===== config.mk =====
export PLATFORM = sky130hd
export DESIGN_NAME = io_decoder_flat
export DESIGN_NICKNAME = d
export VERILOG_FILES = /design/src/rtl/io_pkg.sv /design/src/rtl/io_decoder_if.sv /design/src/rtl/io_slot_mux.sv /design/src/rtl/io_decoder.sv /design/src/flat_wrapper.sv
export SDC_FILE = /design/constraint.sdc
export NUM_CORES = 1
export LEC_CHECK = 0
export CAP_MARGIN = 20
export CORE_AREA = 2 2 171 173
export CTS_CLUSTER_SIZE = 14
export DETAILED_ROUTE_END_ITERATION = 10
export DIE_AREA = 0 0 173 175
export GPL_TIMING_DRIVEN = 0
export PLACE_DENSITY = 0.6
export SKIP_CTS_REPAIR_TIMING = 1
export SYNTH_ARGS = -nofsm -noshare
export SYNTH_HDL_FRONTEND = slang
export SYNTH_SLANG_ARGS = --single-unit

===== constraint.sdc =====
create_clock -name clk_i -period 2.3 [get_ports clk_i]
set_input_delay 0.23 -clock clk_i [delete_from_list [all_inputs] [get_ports clk_i]]
set_output_delay 0.23 -clock clk_i [all_outputs]
set_load 0.02 [all_outputs]

===== src/rtl/io_pkg.sv =====
// Shared types and constants for the I/O decoder slice.
package io_pkg;

  typedef enum logic [1:0] {IDLE, WAIT, ERR, RESP} state_t;

  localparam logic [11:0] IO_BASE      = 12'hFD0;
  localparam logic [31:0] BUS_ERR_DATA = 32'hFFFFFFFF;
  localparam int          SLOT_W       = 4;

endpackage


===== src/rtl/io_decoder_if.sv =====
// Registered bridge-side bus between the I/O bridge master port and the decoder.
interface io_decoder_if;

  logic        cyc;
  logic        stb;
  logic        we;
  logic [3:0]  sel;
  logic [31:0] adr;
  logic [31:0] wdat;
  logic [5:0]  core;
  logic        ack;
  logic        err;
  logic [31:0] rdat;
  logic [5:0]  rcore;

  modport master (output cyc, stb, we, sel, adr, wdat, core,
                  input  ack, err, rdat, rcore);
  modport slave  (input  cyc, stb, we, sel, adr, wdat, core,
                  output ack, err, rdat, rcore);

endinterface


===== src/rtl/io_slot_mux.sv =====
// Selects the ack and read data of the device in the latched slot; unpopulated slots read as idle.
module io_slot_mux
  import io_pkg::*;
#(
  parameter int NDEV = 8
) (
  input  logic [SLOT_W-1:0]  slot,
  input  logic [NDEV-1:0]    d_ack,
  input  logic [NDEV*32-1:0] d_dat,
  output logic               ack,
  output logic [31:0]        dat
);

  always_comb begin
    ack = 1'b0;
    dat = '0;
    for (int k = 0; k < NDEV; k++) begin
      if (slot == SLOT_W'(k)) begin
        ack = d_ack[k];
        dat = d_dat[32*k +: 32];
      end
    end
  end

endmodule


===== src/rtl/io_decoder.sv =====
// Decodes adr[19:16] into per-device chip selects and returns ack/data or a bus error to the bridge.
// Optional device-ack timeout is enabled by defining IO_DECODER_TIMEOUT_EN.
module io_decoder
  import io_pkg::*;
#(
  parameter int          NDEV      = 8,
  parameter int          TO_CYCLES = 255,
  parameter logic [15:0] SLOT_MASK = 16'h00FF
) (
  input  logic               clk_i,
  input  logic               rst_ni,
  io_decoder_if.slave        bus,
  output logic [NDEV-1:0]    d_cs_o,
  output logic               d_we_o,
  output logic [3:0]         d_sel_o,
  output logic [15:0]        d_adr_o,
  output logic [31:0]        d_dat_o,
  input  logic [NDEV-1:0]    d_ack_i,
  input  logic [NDEV*32-1:0] d_dat_i
);

  state_t            state_q, state_d;
  logic [SLOT_W-1:0] slot_q, slot_d;
  logic [NDEV-1:0]   cs_q, cs_d;
  logic              ack_q, ack_d, err_q, err_d;
  logic [31:0]       rdat_q, rdat_d;
  logic [5:0]        rcore_q, rcore_d, core_q, core_d;
  logic              we_q, we_d;
  logic [3:0]        sel_q, sel_d;
  logic [15:0]       adr_q, adr_d;
  logic [31:0]       wdat_q, wdat_d;
  logic              mux_ack;
  logic [31:0]       mux_dat;
  logic [SLOT_W-1:0] req_slot;
  logic              req_mapped;
  logic              unused_base_hit;

`ifdef IO_DECODER_TIMEOUT_EN
  logic [15:0] cnt_q, cnt_d;
`else
  localparam int unused_to_cycles = TO_CYCLES;
`endif

  assign req_slot        = bus.adr[19:16];
  assign req_mapped      = (int'(req_slot) < NDEV) && SLOT_MASK[req_slot];
  assign unused_base_hit = (bus.adr[31:20] == IO_BASE);

  io_slot_mux #(.NDEV(NDEV)) u_mux (
    .slot  (slot_q),
    .d_ack (d_ack_i),
    .d_dat (d_dat_i),
    .ack   (mux_ack),
    .dat   (mux_dat)
  );

  always_comb begin
    state_d = state_q;
    slot_d  = slot_q;
    cs_d    = cs_q;
    ack_d   = ack_q;
    err_d   = err_q;
    rdat_d  = rdat_q;
    rcore_d = rcore_q;
    core_d  = core_q;
    we_d    = we_q;
    sel_d   = sel_q;
    adr_d   = adr_q;
    wdat_d  = wdat_q;
`ifdef IO_DECODER_TIMEOUT_EN
    cnt_d   = cnt_q;
`endif
    unique case (state_q)
      IDLE: begin
        if (bus.cyc && bus.stb && !ack_q) begin
          slot_d = req_slot;
          we_d   = bus.we;
          sel_d  = bus.sel;
          adr_d  = bus.adr[15:0];
          wdat_d = bus.wdat;
          core_d = bus.core;
          if (req_mapped) begin
            for (int k = 0; k < NDEV; k++) cs_d[k] = (req_slot == SLOT_W'(k));
`ifdef IO_DECODER_TIMEOUT_EN
            cnt_d = '0;
`endif
            state_d = WAIT;
          end else begin
            state_d = ERR;
          end
        end
      end
      // A device ack beats a same-clock abort so the bridge still gets its one ack.
      WAIT: begin
        if (mux_ack) begin
          rdat_d  = we_q ? '0 : mux_dat;
          rcore_d = core_q;
          ack_d   = 1'b1;
          err_d   = 1'b0;
          cs_d    = '0;
          state_d = RESP;
        end else if (!bus.cyc) begin
          cs_d    = '0;
          state_d = IDLE;
        end else begin
`ifdef IO_DECODER_TIMEOUT_EN
          cnt_d = (cnt_q == 16'hFFFF) ? cnt_q : cnt_q + 16'd1;
          if (cnt_q == 16'(TO_CYCLES - 1)) begin
            cs_d    = '0;
            state_d = ERR;
          end
`endif
        end
      end
      ERR: begin
        ack_d   = 1'b1;
        err_d   = 1'b1;
        rdat_d  = BUS_ERR_DATA;
        rcore_d = core_q;
        state_d = RESP;
      end
      RESP: begin
        if (!bus.stb) begin
          ack_d   = 1'b0;
          err_d   = 1'b0;
          rdat_d  = '0;
          rcore_d = '0;
          state_d = IDLE;
        end
      end
      default: state_d = IDLE;
    endcase
  end

  always_ff @(posedge clk_i or negedge rst_ni) begin
    if (!rst_ni) begin
      state_q <= IDLE;
      slot_q  <= '0;
      cs_q    <= '0;
      ack_q   <= 1'b0;
      err_q   <= 1'b0;
      rdat_q  <= '0;
      rcore_q <= '0;
      core_q  <= '0;
      we_q    <= 1'b0;
      sel_q   <= '0;
      adr_q   <= '0;
      wdat_q  <= '0;
`ifdef IO_DECODER_TIMEOUT_EN
      cnt_q   <= '0;
`endif
    end else begin
      state_q <= state_d;
      slot_q  <= slot_d;
      cs_q    <= cs_d;
      ack_q   <= ack_d;
      err_q   <= err_d;
      rdat_q  <= rdat_d;
      rcore_q <= rcore_d;
      core_q  <= core_d;
      we_q    <= we_d;
      sel_q   <= sel_d;
      adr_q   <= adr_d;
      wdat_q  <= wdat_d;
`ifdef IO_DECODER_TIMEOUT_EN
      cnt_q   <= cnt_d;
`endif
    end
  end

  assign bus.ack   = ack_q;
  assign bus.err   = err_q;
  assign bus.rdat  = rdat_q;
  assign bus.rcore = rcore_q;
  assign d_cs_o    = cs_q;
  assign d_we_o    = we_q;
  assign d_sel_o   = sel_q;
  assign d_adr_o   = adr_q;
  assign d_dat_o   = wdat_q;

endmodule


===== src/flat_wrapper.sv =====
// flat-port wrapper written by rule: the top's interface ports become plain ports
module io_decoder_flat import io_pkg::*;
#(
  parameter int          NDEV      = 8,
  parameter int          TO_CYCLES = 255,
  parameter logic [15:0] SLOT_MASK = 16'h00FF
)
  (clk_i, rst_ni, d_cs_o, d_we_o, d_sel_o, d_adr_o, d_dat_o, d_ack_i, d_dat_i, bus_cyc, bus_stb, bus_we, bus_sel, bus_adr, bus_wdat, bus_core, bus_ack, bus_err, bus_rdat, bus_rcore);
  io_decoder_if bus_i ();
  input  logic clk_i;
  input  logic rst_ni;
  output logic [NDEV-1:0] d_cs_o;
  output logic d_we_o;
  output logic [3:0] d_sel_o;
  output logic [15:0] d_adr_o;
  output logic [31:0] d_dat_o;
  input  logic [NDEV-1:0] d_ack_i;
  input  logic [NDEV*32-1:0] d_dat_i;
  input wire logic [$bits(bus_i.cyc)-1:0] bus_cyc;
  input wire logic [$bits(bus_i.stb)-1:0] bus_stb;
  input wire logic [$bits(bus_i.we)-1:0] bus_we;
  input wire logic [$bits(bus_i.sel)-1:0] bus_sel;
  input wire logic [$bits(bus_i.adr)-1:0] bus_adr;
  input wire logic [$bits(bus_i.wdat)-1:0] bus_wdat;
  input wire logic [$bits(bus_i.core)-1:0] bus_core;
  output wire logic [$bits(bus_i.ack)-1:0] bus_ack;
  output wire logic [$bits(bus_i.err)-1:0] bus_err;
  output wire logic [$bits(bus_i.rdat)-1:0] bus_rdat;
  output wire logic [$bits(bus_i.rcore)-1:0] bus_rcore;
  assign bus_i.cyc = bus_cyc;
  assign bus_i.stb = bus_stb;
  assign bus_i.we = bus_we;
  assign bus_i.sel = bus_sel;
  assign bus_i.adr = bus_adr;
  assign bus_i.wdat = bus_wdat;
  assign bus_i.core = bus_core;
  assign bus_ack = bus_i.ack;
  assign bus_err = bus_i.err;
  assign bus_rdat = bus_i.rdat;
  assign bus_rcore = bus_i.rcore;
  io_decoder #(.NDEV(NDEV), .TO_CYCLES(TO_CYCLES), .SLOT_MASK(SLOT_MASK)) u_core (.clk_i(clk_i), .rst_ni(rst_ni), .bus(bus_i), .d_cs_o(d_cs_o), .d_we_o(d_we_o), .d_sel_o(d_sel_o), .d_adr_o(d_adr_o), .d_dat_o(d_dat_o), .d_ack_i(d_ack_i), .d_dat_i(d_dat_i));
endmodule

---- Word-level counts from Yosys, hierarchy flattened ----
Memories as Yosys holds them, arrays and structs flattened.
Cells that the tools add are included.
operators by class
  add/subtract/negate cells ............... 0
  $mul .................................... 0
  divide/modulo/power cells ............... 0
  $lt $le $gt $ge ......................... 2
  equal/unequal tests ..................... 22
  shift operators ......................... 0
  multiplexer cells ....................... 40
  bitwise logic cells ..................... 0
  reductions and logical operators ........ 13
operator list
  operator            count
  $mux 32             11
  $pmux 32 s3         1
  $eq 4x3->1 const B  8
  $mux 8              4
  $pmux 6 s3          1
  $eq 4x2->1 const B  4
  $pmux 8 s2          1
  $mux 1              12
  $mux 6              2
  $mux 2              5
  $eq 4x1->1 const B  2
  $logic_not 4->1     2
  $pmux 2 s4          1
  $ne 2x1->1 const B  3
  $pmux 1 s3          2
  $reduce_and 3->1    2
  $lt 4x5->1 const B  1
  $eq 2x2->1 const B  2
  $lt 4x4->1 const B  1
  $reduce_and 4->1    1
  $logic_and 1x1->1   3
  $ne 3x2->1 const B  1
  $reduce_bool 3->1   1
  $eq 2x1->1 const B  1
  5 further kinds     5
word-level totals
  bits in registers ....................... 113
  latch bits .............................. 0
  bits in writable memories ............... 0
  memory bits (read-only) ................. 16
  bits of input ports ..................... 343
  output and inout bits ................... 101
  logic and storage cells ................. 90
  memories kept ........................... 1
memories
  memory            depth  width  read ports  clocked after memory_dff  wr ports  line              text
  (name not given)  16     1      1           0                         0         io_decoder.sv:45  assign req_mapped = (int'(req_slot) < NDEV) && SLOT_MASK[req_slot];

---- Logic depth before layout (Yosys ltp) ----
Gate-level depths: netlist of run 1.
  word-level depth ........................ 12
  gate-level depth with buffers ........... 9
  depth with buffers taken out ............ 6

---- Hierarchy ----
A second synthesis of run 1 with hierarchy kept.
second synthesis, totals
  cell total of the unflattened synthesis .. 656
  area, all modules ....................... 7596.0 um^2
by module, submodules not included
  module       times used  cells an instance  area an instance (um^2)
  io_decoder   1           287                4678.2
  io_slot_mux  1           369                2917.8

---- Least setup slack after synthesis of run 1 ----
No wires, ideal clock.
  kind .................................... reg2reg
  start point ............................. reg u_core.slot_q[0]
  end point ............................... reg u_core.rdat_q[0], in the netlist u_core.bus.rdat[0]
  arrival ................................. 1761 ps
  data required time ...................... 2168 ps
  slack ................................... 408 ps
  cell stages (with the launch flop) ...... 7
  buffers on the path ..................... 3
  cell sequence ........................... dfrtp_1 -> clkbuf_2 -> buf_4 -> buf_2 -> mux4_2 -> o221ai_1 -> o22ai_2
between the ends
  longest elaborated chain between the ends .. 12
  elaborated cells between the ends (all ways) .. 29
  classes of those cells .................. eq/ne: 8; mux: 19; reduce/logical: 2
RTL lines
  item                    line               text
  start, declared         io_decoder.sv:23   logic [SLOT_W-1:0] slot_q, slot_d;
  start signal, assigned  io_decoder.sv:153  slot_q <= slot_d;
  $logic_not 4->1         io_slot_mux.sv:18  if (slot == SLOT_W'(k)) begin
  $mux 32 (8 in a row)    io_slot_mux.sv:18
  $mux 32                 io_decoder.sv:95   rdat_d = we_q ? '0 : mux_dat;
  $mux 32                 io_decoder.sv:94   if (mux_ack) begin
  $pmux 32 s3             io_decoder.sv:72   unique case (state_q)
  end signal, assigned    io_decoder.sv:157  rdat_q <= rdat_d;
  end, declared           io_decoder.sv:26   logic [31:0] rdat_q, rdat_d;
Several ways; a longest one is shown, not always the timed one. The select of a mux whose other input is x is not followed.
A chain may end at the register's enable or synchronous reset.

---- Final worst setup path of run 1 ----
  start point ............................. reg u_core.slot_q[0]
  end point ............................... reg u_core.rdat_q[15], in the netlist u_core.bus.rdat[15]
Same word-level chain as after synthesis.

==> summary by stage, run 1 <==
Yosys
The number of distinct standard cells referenced by the synthesized netlist is 50. The synthesized netlist occupies a cell area of 7020 um2. The area share of the largest cell type after synthesis is 40.3%. After synthesis, flip-flops and latches occupy 40.3% of the total area. The number of synthesized flops with an enable pin is 0.

Synthesis produced a netlist with a net count of 977. The number of flip-flops and latches in the synthesized netlist is 113. Counting flops with an async set or reset pin after synthesis yields a share of 100%. The commonest register cell after synthesis is sky130_fd_sc_hd__dfrtp_1. The leading area contributor after synthesis is sky130_fd_sc_hd__dfrtp_1. The number of synthesis warnings is 0.

In the post-synthesis netlist, the biggest area contributors are sky130_fd_sc_hd__dfrtp_1, sky130_fd_sc_hd__mux4_2, sky130_fd_sc_hd__mux2_2. In the synthesized netlist, the number of instances is 634. The average footprint of a synthesized cell is 11.1 um2.

Critical path
The critical path arrival is 2.49 ns. By startpoint and endpoint, the worst setup path is classified as register to register. In this run the worst path has a maximum fanout of 10. Counting cells, the worst reg-to-reg path comes to 9.

The source of the worst register-to-register timing path is u_core.slot_q[0]$_DFFE_PN0P_. The required arrival time at the worst endpoint is 2.63 ns. The worst setup path is launched from a register. The worst register-to-register path has a setup slack of 0.15 ns. The endpoint kind of the worst setup timing path is a register. The destination of the worst register-to-register timing path is u_core.bus.rdat[15]$_DFFE_PN0P_.

STA
The final max-slew violation count was 0. The number of hold violations in the final report is 0. The share of the cycle needed by the critical path after routing is 93.5%. Setup repair after global routing could not meet its margin everywhere.

Measured against its own limit, the worst slew margin works out to 57.1%. Setup violations remaining at the end of the flow were counted as 0. Clock skew on the completed layout was measured at 0.0153 ns. The minimum clock period is 2.15 ns. For the pin with the worst max-slew slack, the measured transition is 0.643 ns. Based on the critical path, the design can be clocked at up to 0.465 GHz.

Die
Once the floorplan was initialized, standard cells occupied 24.7% of the core. The die area is 30300 um2. The I/O pin total is 444.

The core region area is 28400 um2. The number of placement rows is 62. The die is 175 um tall. The die is 173 um wide.

Clock network
TritonCTS built the clock tree. The clock input transition at the sequential cells of the worst setup and hold paths is 0.06 ns. The clock tree synthesis step divided the H-tree into 4 levels. The clock sink count is 113. The clock latency on the worst-skew pair is 0.42 ns.

Counting the buffers created by CTS gives 17. The maximum root-to-sink buffer count is 2. The root buffer cell is sky130_fd_sc_hd__clkbuf_16.

Placement
The detailed placer's ending HPWL is 26700 um. In this run the tool buffered the top-level ports with 431 buffer cells. The congestion estimate from routability-driven global placement came to 0.947. The placed instances occupy a cell area of 11800 um2.

Detailed routing
The starting DRC count in detailed routing is 342. The final wirelength is 32800 um. The via density per instance is 4.86.

The routed length per placed instance is 22.1 um. The detailed-router iteration count before antenna repair is 5. Once detail routing completed, the nets flagged for antenna violations numbered 0. The final route contains 7216 vias.

The count of unresolved DRC violations after routing is 0.

Finish
For this run, the post-layout net count is 1429. The post-route standard cell area excluding fillers is 12500 um2. Of the cells placed in the final design, the portion with a size suffix greater than 1 is 20.3%. Fill cells in the final layout number 2816. The area growth from synthesis to layout is 78.1%.

Summing all multi-input logic gate instances after layout gives 3870 um2. The sequential cell area is 2830 um2.

Global routing
The total global-route track usage is 21.2%. Global routing finished with a remaining overflow of 0. The via count of the first global-routing pass is 7731. Entering global routing, the biggest net connects 84 pins. The initial antenna violation count is 4.

The first global-routing pass estimated 48100 um of wire.

Pwr
The worst IR drop on VDD is 0.519 mV. The total design power is 16.2 mW. Power spread over the standard cell area amounts to 1290 nW/um2. The static power due to leakage is 4.92 nW.

Job
The number of maximum-capacitance violations is 0.

Hold path
The class of the most critical hold timing path is input port to async pin.

Status
The flow ran to the end, and the final reports show no timing, DRC or antenna violations.
[power breakdown]
part	switching (mW)	total (mW)	internal (mW)	leakage (nW)
Clock	1.03	2.64	1.61	0.274
Sequential	0.580	3.56	2.98	1.39
Combinational	5.23	9.98	4.75	3.26
[sequential cells by signal, summed over array words and instances, names as in the netlist]
name / cells
u_core.bus.rdat: 32
u_core.d_dat_o: 32
u_core.d_adr_o: 16
u_core.d_cs_o: 8
u_core.bus.rcore: 6
u_core.core_q: 6
u_core.d_sel_o: 4
u_core.slot_q: 4
u_core.state_q: 2
u_core.bus.ack: 1
u_core.bus.err: 1
u_core.d_we_o: 1
[final cells by class]
cell class / count / area share (%)
multi-input combinational: 451 / 31.0
antenna: 2 / 0.0400
inverter: 10 / 0.300
buffer: 60 / 2.71
clock inverter: 14 / 1.25
tap: 384 / 3.84
sequential: 113 / 22.6
timing repair buffer: 433 / 34.8
clock buffer: 18 / 3.43
[worst max path at each step]
stage | startpoint | endpoint | slack [ns] | cells past startpoint
floorplan | u_core.slot_q[0]$_DFFE_PN0P_ | u_core.bus.rdat[0]$_DFFE_PN0P_ | 0.41 | 6
finish | u_core.slot_q[0]$_DFFE_PN0P_ | u_core.bus.rdat[15]$_DFFE_PN0P_ | 0.15 | 9
global placement | rst_ni | u_core.bus.rdat[30]$_DFFE_PN0P_ | -3.73 | 1
CTS | u_core.slot_q[3]$_DFFE_PN0P_ | u_core.bus.rcore[1]$_DFFE_PN0P_ | -0.31 | 6
global route | u_core.slot_q[0]$_DFFE_PN0P_ | u_core.bus.rdat[27]$_DFFE_PN0P_ | -0.002 | 8
detailed placement | bus_stb | u_core.d_adr_o[13]$_DFFE_PN0P_ | -0.33 | 6
[kinds of logic (layout without fill, tap and decap cells)]
group                  count (synthesis)  after routing  synth area share [%]
AND/OR/NAND/NOR                      120            120                  8.20
multiplexers                         137            137                  28.0
other                                  0              2                     0
AO/OA/AOI/OAI                        194            194                  18.7
flip-flops                           113            113                  40.3
buffers and inverters                 70            535                  4.85
[per-layer routing]
metal  global-route usage [%]  wire length, um  vias up  part of all wire [%]
li1                         -                -     3322                     -
met1                     24.3            12600     3507                    39
met3                     6.98             2600       46                   7.9
met5                        0               26        -                 0.079
met2                     37.2            16600      337                    51
met4                     7.06              863        4                   2.6
[cells in the final DEF (no fill, tap or decap), types with 4 or more instances in the layout]
cell type and instances:
sky130_fd_sc_hd__dfrtp_1 112, sky130_fd_sc_hd__o221ai_1 11, sky130_fd_sc_hd__mux2i_1 20, sky130_fd_sc_hd__o211ai_1 7, sky130_fd_sc_hd__clkbuf_2 11, sky130_fd_sc_hd__clkinvlp_4 4
sky130_fd_sc_hd__buf_4 4, sky130_fd_sc_hd__o22ai_2 10, sky130_fd_sc_hd__mux4_2 40, sky130_fd_sc_hd__mux2_2 76, sky130_fd_sc_hd__nor2b_1 7, sky130_fd_sc_hd__clkbuf_4 5
sky130_fd_sc_hd__o22ai_1 30, sky130_fd_sc_hd__buf_6 8, sky130_fd_sc_hd__o21a_1 7, sky130_fd_sc_hd__clkbuf_16 17, sky130_fd_sc_hd__nand2b_1 12, sky130_fd_sc_hd__clkinv_4 4
sky130_fd_sc_hd__clkdlybuf4s50_1 430, sky130_fd_sc_hd__clkbuf_1 21, sky130_fd_sc_hd__nand2_1 58, sky130_fd_sc_hd__or2_2 11, sky130_fd_sc_hd__a21oi_1 80, sky130_fd_sc_hd__a22oi_1 5
sky130_fd_sc_hd__inv_1 10, sky130_fd_sc_hd__a32oi_1 4, sky130_fd_sc_hd__o21ai_0 14, sky130_fd_sc_hd__buf_2 11, sky130_fd_sc_hd__nor2_1 17
[worst max-delay path: stages, from the launching register on]
cell and delay, ns:
sky130_fd_sc_hd__dfrtp_1 0.33, sky130_fd_sc_hd__clkbuf_2 0.20, sky130_fd_sc_hd__buf_6 0.22, sky130_fd_sc_hd__buf_6 0.20
sky130_fd_sc_hd__buf_4 0.24, sky130_fd_sc_hd__buf_2 0.25, sky130_fd_sc_hd__o22ai_1 0.13, sky130_fd_sc_hd__nand2_1 0.17
sky130_fd_sc_hd__o221ai_1 0.19, sky130_fd_sc_hd__o22ai_2 0.14
[Yosys cell counts, types with 7 or more instances]
library cell,n
sky130_fd_sc_hd__o221ai_1,11
sky130_fd_sc_hd__mux2_2,76
sky130_fd_sc_hd__or2_2,11
sky130_fd_sc_hd__nor2_1,19
sky130_fd_sc_hd__o21a_1,7
sky130_fd_sc_hd__buf_2,16
sky130_fd_sc_hd__clkbuf_1,27
sky130_fd_sc_hd__o211ai_1,7
sky130_fd_sc_hd__buf_4,7
sky130_fd_sc_hd__nand2b_1,12
sky130_fd_sc_hd__mux2i_1,21
sky130_fd_sc_hd__mux4_2,40
sky130_fd_sc_hd__o21ai_0,14
sky130_fd_sc_hd__a21oi_1,81
sky130_fd_sc_hd__nand2_1,58
sky130_fd_sc_hd__o22ai_1,30
sky130_fd_sc_hd__o22ai_2,10
sky130_fd_sc_hd__inv_1,10
sky130_fd_sc_hd__dfrtp_1,113
sky130_fd_sc_hd__nor2b_1,7
[per-stage QoR]
step / setup WS [ns] / hold slack [ns] / std cells / util (%) / TNS (ns)
2_1_floorplan: 0.408 / -0.0656 / 634 / - / 0
3_3_place_gp: -3.73 / 0.477 / 1449 / 41.6 / -436.93
3_5_place_dp: -0.330 / 0.139 / 1450 / 41.7 / -18.76
4_1_cts: -0.310 / -0.310 / 1482 / 43.8 / -7.96
5_1_grt: -0.00150 / 0.288 / 1485 / 44.0 / -0.00150
6_report: 0.149 / 0.269 / 1485 / 44.0 / 0
Note: power is estimated with default switching activity, not from simulation.
==> run 2, diff against run 1 <==
clock period = 2.8 ns   (was 2.3 ns; I/O delays follow)
==> summary by stage, run 2 (synthesis gave the netlist of run 1 again) <==
Critical path
On the worst path, the slowest cell contributes a delay of 0.61 ns. At the worst endpoint, the arrival time is 2.79 ns. The worst setup path is launched from a register. The signal on the critical path passes through clkbuf_1 > o2bb2ai_2 > a21oi_1 > buf_2 > nand2_1 > a32o_1. The required arrival time at the worst endpoint is 3.09 ns. The worst setup path is captured at a register. The critical path class is register to register. In this run the worst path has a maximum fanout of 10. The master of the slowest instance on the critical path is sky130_fd_sc_hd__dfrtp_1.

Detailed routing
The remaining antenna violation count is 0. The via density per instance is 4.86. The starting DRC count in detailed routing is 341.

The final wirelength is 32800 um. The routed layout has 7217 vias. For this run, design rule violations remaining after detail routing come to 0. The first TritonRoute pass finished after 5 iterations. Dividing the detail-routed wire length by the instance count gives 22.1 um.

Clock network
The H-tree generated during clock tree synthesis spans 4 levels. The total clock buffers created by CTS is 17. CTS saw 113 sinks. The clock tree from TritonCTS is built. The maximum root-to-sink buffer count is 2. The later pin in the worst-skew pair is clocked with a latency of 0.42 ns. The clock input transition at the sequential cells of the worst setup and hold paths is 0.06 ns. The root buffer cell is sky130_fd_sc_hd__clkbuf_16.

Global routing
For this run the aggregate overflow at the end of global routing stands at 0. The global-route wire length before repair is 48100 um. The via count of the first global-routing pass is 7731. The total global-route track usage is 21.2%. The initial antenna violation count is 4. The pin count of the biggest net entering global routing is 84.

STA
Setup repair after global routing left no endpoint under its margin. The worst-margin pin slew is 0.750 ns. The minimum clock period is 2.49 ns.

The number of hold violations in the final report is 0. Headroom to the max-slew limit came out at 49.8%. Derived from the worst setup path, the maximum achievable clock frequency is 0.401 GHz.

The count of final setup violators is 0. The final max-slew violation count is 0. In the final timing run, aggregate negative setup slack is 0 ns.

Across all hold checks on the routed design, the worst slack comes to 0.318 ns. The worst setup skew after layout is 0.0149 ns. Of the available clock period, the critical path in the final layout requires 89.1%.

Die
In this run the vertical extent of the chip is 175 um. The die covers 30300 um2. The core region area is 28400 um2.

After floorplanning, the core was divided into 62 placement rows. The initial utilization of the core area, before any placement, comes to 24.7%. Pin placement for this block handled 444 I/O pins. The floorplan step set the die width to 173 um.

Finish
In the layout the commonest cells are sky130_fd_sc_hd__clkdlybuf4s50_1, sky130_fd_sc_hd__dfrtp_1, sky130_fd_sc_hd__a21oi_1. The post-synthesis to final-layout area growth is 77.3%. The number of inserted filler cells in the final layout is 2815. The net count reported at finish is 1429.

The most common library cell in the layout ignoring fill and taps is sky130_fd_sc_hd__clkdlybuf4s50_1. In the final layout, the share of cells above drive strength 1 is 18.7%.

Pwr
The static power due to leakage is 4.88 nW. The power density relative to cell area is 1060 nW/um2. The worst IR drop on VDD is 0.420 mV.

Placement
The count of input and output buffers is 431. Detailed placement finished with a half-perimeter wire length of 26700 um. The congestion estimate from routability-driven global placement came to 0.947.

Job
Across the run, the number of max-cap violations was 0.

Status
The run finished with clean final reports.

Hold path
The class of the most critical hold timing path is input port to async pin.
[run 2: cell types whose count changed in the layout (fill, tap and decap cells not counted), sizes merged]
cell / before / now
buf: 26 / 34
clkbuf: 54 / 46
[run 2: layout make-up]
type                       count  area [um2]  area share, %
inverter                      10        37.5          0.302
clock buffer                  18         429           3.45
antenna                        2        5.00         0.0402
timing repair buffer         433        4350           35.0
multi-input combinational    451        3850           31.0
sequential                   113        2830           22.7
clock inverter                14         156           1.26
buffer                        60         303           2.43
tap                          384         480           3.86
[run 2: worst paths after layout]
path | startpoint | end | slack [ns] | cells past startpoint
max | u_core.slot_q[3]$_DFFE_PN0P_ | u_core.bus.rcore[2]$_DFFE_PN0P_ | 0.31 | 6
min | rst_ni | u_core.d_dat_o[17]$_DFFE_PN0P_ | 0.32 | 2
max reg2reg | u_core.slot_q[3]$_DFFE_PN0P_ | u_core.bus.rcore[2]$_DFFE_PN0P_ | 0.31 | 6
min reg2reg | u_core.core_q[1]$_DFFE_PN0P_ | u_core.bus.rcore[1]$_DFFE_PN0P_ | 0.49 | 1
max in group asynchronous | rst_ni | u_core.bus.rdat[9]$_DFFE_PN0P_ | 1.74 | 3
min in group clk_i | bus_wdat[5] | u_core.d_dat_o[5]$_DFFE_PN0P_ | 0.47 | 2
[run 2: stage by stage]
stage | instance area, um2 | power, mW | setup slack, ns | cells | utilization [%]
3_3_place_gp | 11800 | 11.0 | -3.28 | 1449 | 41.6
5_1_grt | 12400 | 14.0 | 0.0746 | 1485 | 43.8
4_1_cts | 12400 | 13.4 | 0.190 | 1482 | 43.8
2_1_floorplan | 7020 | 7.70 | 0.908 | 634 | -
6_report | 12400 | 13.2 | 0.306 | 1485 | 43.8
3_5_place_dp | 11800 | 11.1 | 0.120 | 1450 | 41.7
[run 2: critical path: cells and delay by family, from the launching register on]
kind / cells / cell delay [ns]
and+or+nand+nor: 1 / 0.14
DFF: 1 / 0.61
AOI/OAI and AO/OA: 3 / 0.76
buffers and inverters: 2 / 0.85
[run 2: per-layer routing]
layer | up-vias | share of wire [%] | track usage [%]
li1 | 3318 | - | -
met1 | 3507 | 39 | 24.3
met2 | 342 | 51 | 37.2
met3 | 46 | 8.0 | 6.98
met4 | 4 | 2.5 | 7.06
met5 | - | 0.079 | 0
[run 2: power by group]
part	total (mW)	switching, mW	internal (mW)	leakage, nW
registers	2.92	0.475	2.45	1.39
clock network	2.17	0.850	1.32	0.274
logic	8.12	4.28	3.84	3.22
total	13.2	5.61	7.61	4.88
==> edit, RTL diff (settings of run 1) <==
`NDEV` is set to 8 in 3 places; all go to 9.
--- a/src/rtl/io_slot_mux.sv
+++ b/src/rtl/io_slot_mux.sv
@@ -2,7 +2,7 @@
 module io_slot_mux
   import io_pkg::*;
 #(
-  parameter int NDEV = 8
+  parameter int NDEV = 9
 ) (
   input  logic [SLOT_W-1:0]  slot,
   input  logic [NDEV-1:0]    d_ack,
--- a/src/rtl/io_decoder.sv
+++ b/src/rtl/io_decoder.sv
@@ -3,7 +3,7 @@
 module io_decoder
   import io_pkg::*;
 #(
-  parameter int          NDEV      = 8,
+  parameter int          NDEV      = 9,
   parameter int          TO_CYCLES = 255,
   parameter logic [15:0] SLOT_MASK = 16'h00FF
 ) (
--- a/src/flat_wrapper.sv
+++ b/src/flat_wrapper.sv
@@ -1,7 +1,7 @@
 // flat-port wrapper written by rule: the top's interface ports become plain ports
 module io_decoder_flat import io_pkg::*;
 #(
-  parameter int          NDEV      = 8,
+  parameter int          NDEV      = 9,
   parameter int          TO_CYCLES = 255,
   parameter logic [15:0] SLOT_MASK = 16'h00FF
 )
Ports: changed (resized d_ack_i, d_cs_o and d_dat_i); port bits go from 444 to 478. No check against the original RTL was run, so the function may have changed too.
==> edit against run 1 <==
Global-route usage rose by 1.6 points. Wire length rose by 9.5%. Critical path depth decreased by 1. Sequential cell count up 1. Die area is the same. The run now ends with negative setup slack left. Power grew 0.61%. Count of clock-buffer cells in the layout rose by 1. Clock power is 2% higher. Critical endpoint is now u_core.bus.rdat[13]. Synthesized area is 0.12% lower. Setup slack worse by 0.26 ns. Synthesized cell count rose by 9.6%. Design area grew 5.2%.
==> edit: results (changes against run 1) <==
STA
  • Setup_tns: -2.49 ns (-2.49 ns)
  • Worst Slack Setup Final: -0.114 ns (-0.263 ns)
  • Worst-margin pin slew: 0.681 ns (+0.0377 ns)
  • Clock Skew: 0.0129 ns (-0.00241 ns)
  • # setup viols final: 29 (+29)

Clocking
  • Clk_lat worst skew: 0.41 ns
  • H-tree levels: 4 (unchanged)
  • Clk buf depth: 2 (unchanged)
  • CTS Buf Count: 17 (unchanged)
  • Root Buffer: clkbuf_16

Worst setup path
  • CP delay by family, top: compound AO/OA/AOI/OAI gates
  • Max Fanout on Critical Path: 7 (-3)
  • Slowest cell delay on critical path: 0.45 ns (+0.12 ns)
  • CP max stage cell: dfrtp_2
  • FF-to-FF path depth: 8 (-1)

Power
  • IR Drop Worst-Case VDD: 0.735 mV (+42%)
  • Internal Power: 9.38 mW (+0.43%)
  • Leak pwr: 5.39 nW (+9.6%)

Routing
  • Via count of the routed design: 7773 (+7.7%)
  • Final WL: 35900 um (+9.5%)
  • Initial drt markers: 465 (+36%)
  • Vias per cell: 4.89 (+0.61%)
  • Pre-antenna DRT Iters: 5 (unchanged)

Global route
  • Largest net degree at the start of global routing: 66 (-21%)
  • Total track usage: 0.228 (+0.0162)
  • Vias in the first global route: 8208 (+6.2%)
  • Total grt overflow: 0 (unchanged)
  • First-pass GRT wire length: 51500 um (+7.3%)
  • Initial antenna violation count: 2 (-2)

Logic synthesis
  • Post-synthesis sequential area ratio: 0.407 (+0.00407)
  • Synth area leaders: dfrtp_1 41%, mux2_2 10%, mux2i_1 8.4%, o21ai_0 4.9%, a21oi_1 3.9%
  • Synth Area in XOR/XNOR: 0 (unchanged)
  • Post-synthesis mux area share: 0.222 (-0.0578)
  • YS warnings: 0 (unchanged)
  • Mean Syn Cell Area: 10.1 um^2 (-8.9%)
  • Synth cell count leaders: 114 x dfrtp_1, 69 x o21ai_0, 64 x mux2_2
  • Distinct cells, synth: 52 (+4.0%)
  • Synth Area in Compound Gates: 0.242 (+0.0557)
  • Syn_nets: 1071 (+9.6%)
  • Ys async rst share: 1.00 (unchanged)

Status
  • Failing checks: negative setup slack
  • Status: finished with violations

Place
  • Port bufs: 465 (+7.9%)
  • Placed inst area: 0.0122 mm^2 (+2.8%)
  • Post-Place Setup Slack: -0.567 ns (-0.237 ns)
  • Detail Placement HPWL: 28400 um (+6.4%)
  • Post-Place Cells: 1545 (+6.6%)
  • RePlAce Congestion: 0.862 (-9.0%)

Finish
  • FILL cells: 2753 (-2.2%)
  • Final #Nets: 1566 (+9.6%)
  • Multi-input logic area: 0.00394 mm^2 (+1.6%)
  • Layout cells sized above 1: 0.158 (-0.0450)

Flow run
  • Max-cap violation count: 0 (unchanged)

Hold path
  • Hold WC Path Type: in -> async
[edit: routing by layer]
layer  part of all wire  GRT usage  vias up
met3              0.077     0.0731       35
met4              0.018     0.0706        0
met2               0.52      0.419      358
met1               0.38      0.249     3777
li1                   -          -     3603
met5                  0          0        -
[edit: cells by family (layout without fill, tap and decap cells)]
family,Yosys count,count (layout)
flip-flops,114,114
AND/OR/NAND/NOR,112,112
multiplexers,138,138
AO/OA/AOI/OAI,253,253
other,0,3
buffers and inverters,78,586
[edit: cell type report]
| class | count | area share |
|---|---|---|
| timing repair buffer | 477 | 0.366 |
| multi-input combinational | 503 | 0.299 |
| sequential | 114 | 0.217 |
| tap | 384 | 0.0365 |
| clock buffer | 19 | 0.0345 |
| buffer | 60 | 0.0319 |
| clock inverter | 13 | 0.00952 |
| inverter | 17 | 0.00485 |
| antenna | 3 | 0.000571 |
[edit: path summary, 6_finish.rpt]
check / startpoint / endpoint / slack, ns
setup / recovery: u_core.slot_q[2] / u_core.bus.rdat[13] / -0.11
max in group asynchronous: rst_ni / u_core.slot_q[2] / 1.25
hold / removal: rst_ni / u_core.d_adr_o[1] / 0.31
hold reg to reg: u_core.d_cs_o[2] / u_core.d_cs_o[2] / 0.49
min in group clk_i: bus_adr[1] / u_core.d_adr_o[1] / 0.42
setup reg to reg: u_core.slot_q[2] / u_core.bus.rdat[13] / -0.11
[edit: power by group through the flow]
stage,Sequential (mW),Combinational [mW],Clock (mW)
6_report,3.32,10.3,2.68
5_1_grt,3.43,11.0,2.84
2_1_floorplan,4.22,4.55,0
4_1_cts,3.32,9.57,2.75
3_5_place_dp,3.34,9.52,0
3_3_place_gp,3.32,9.47,0
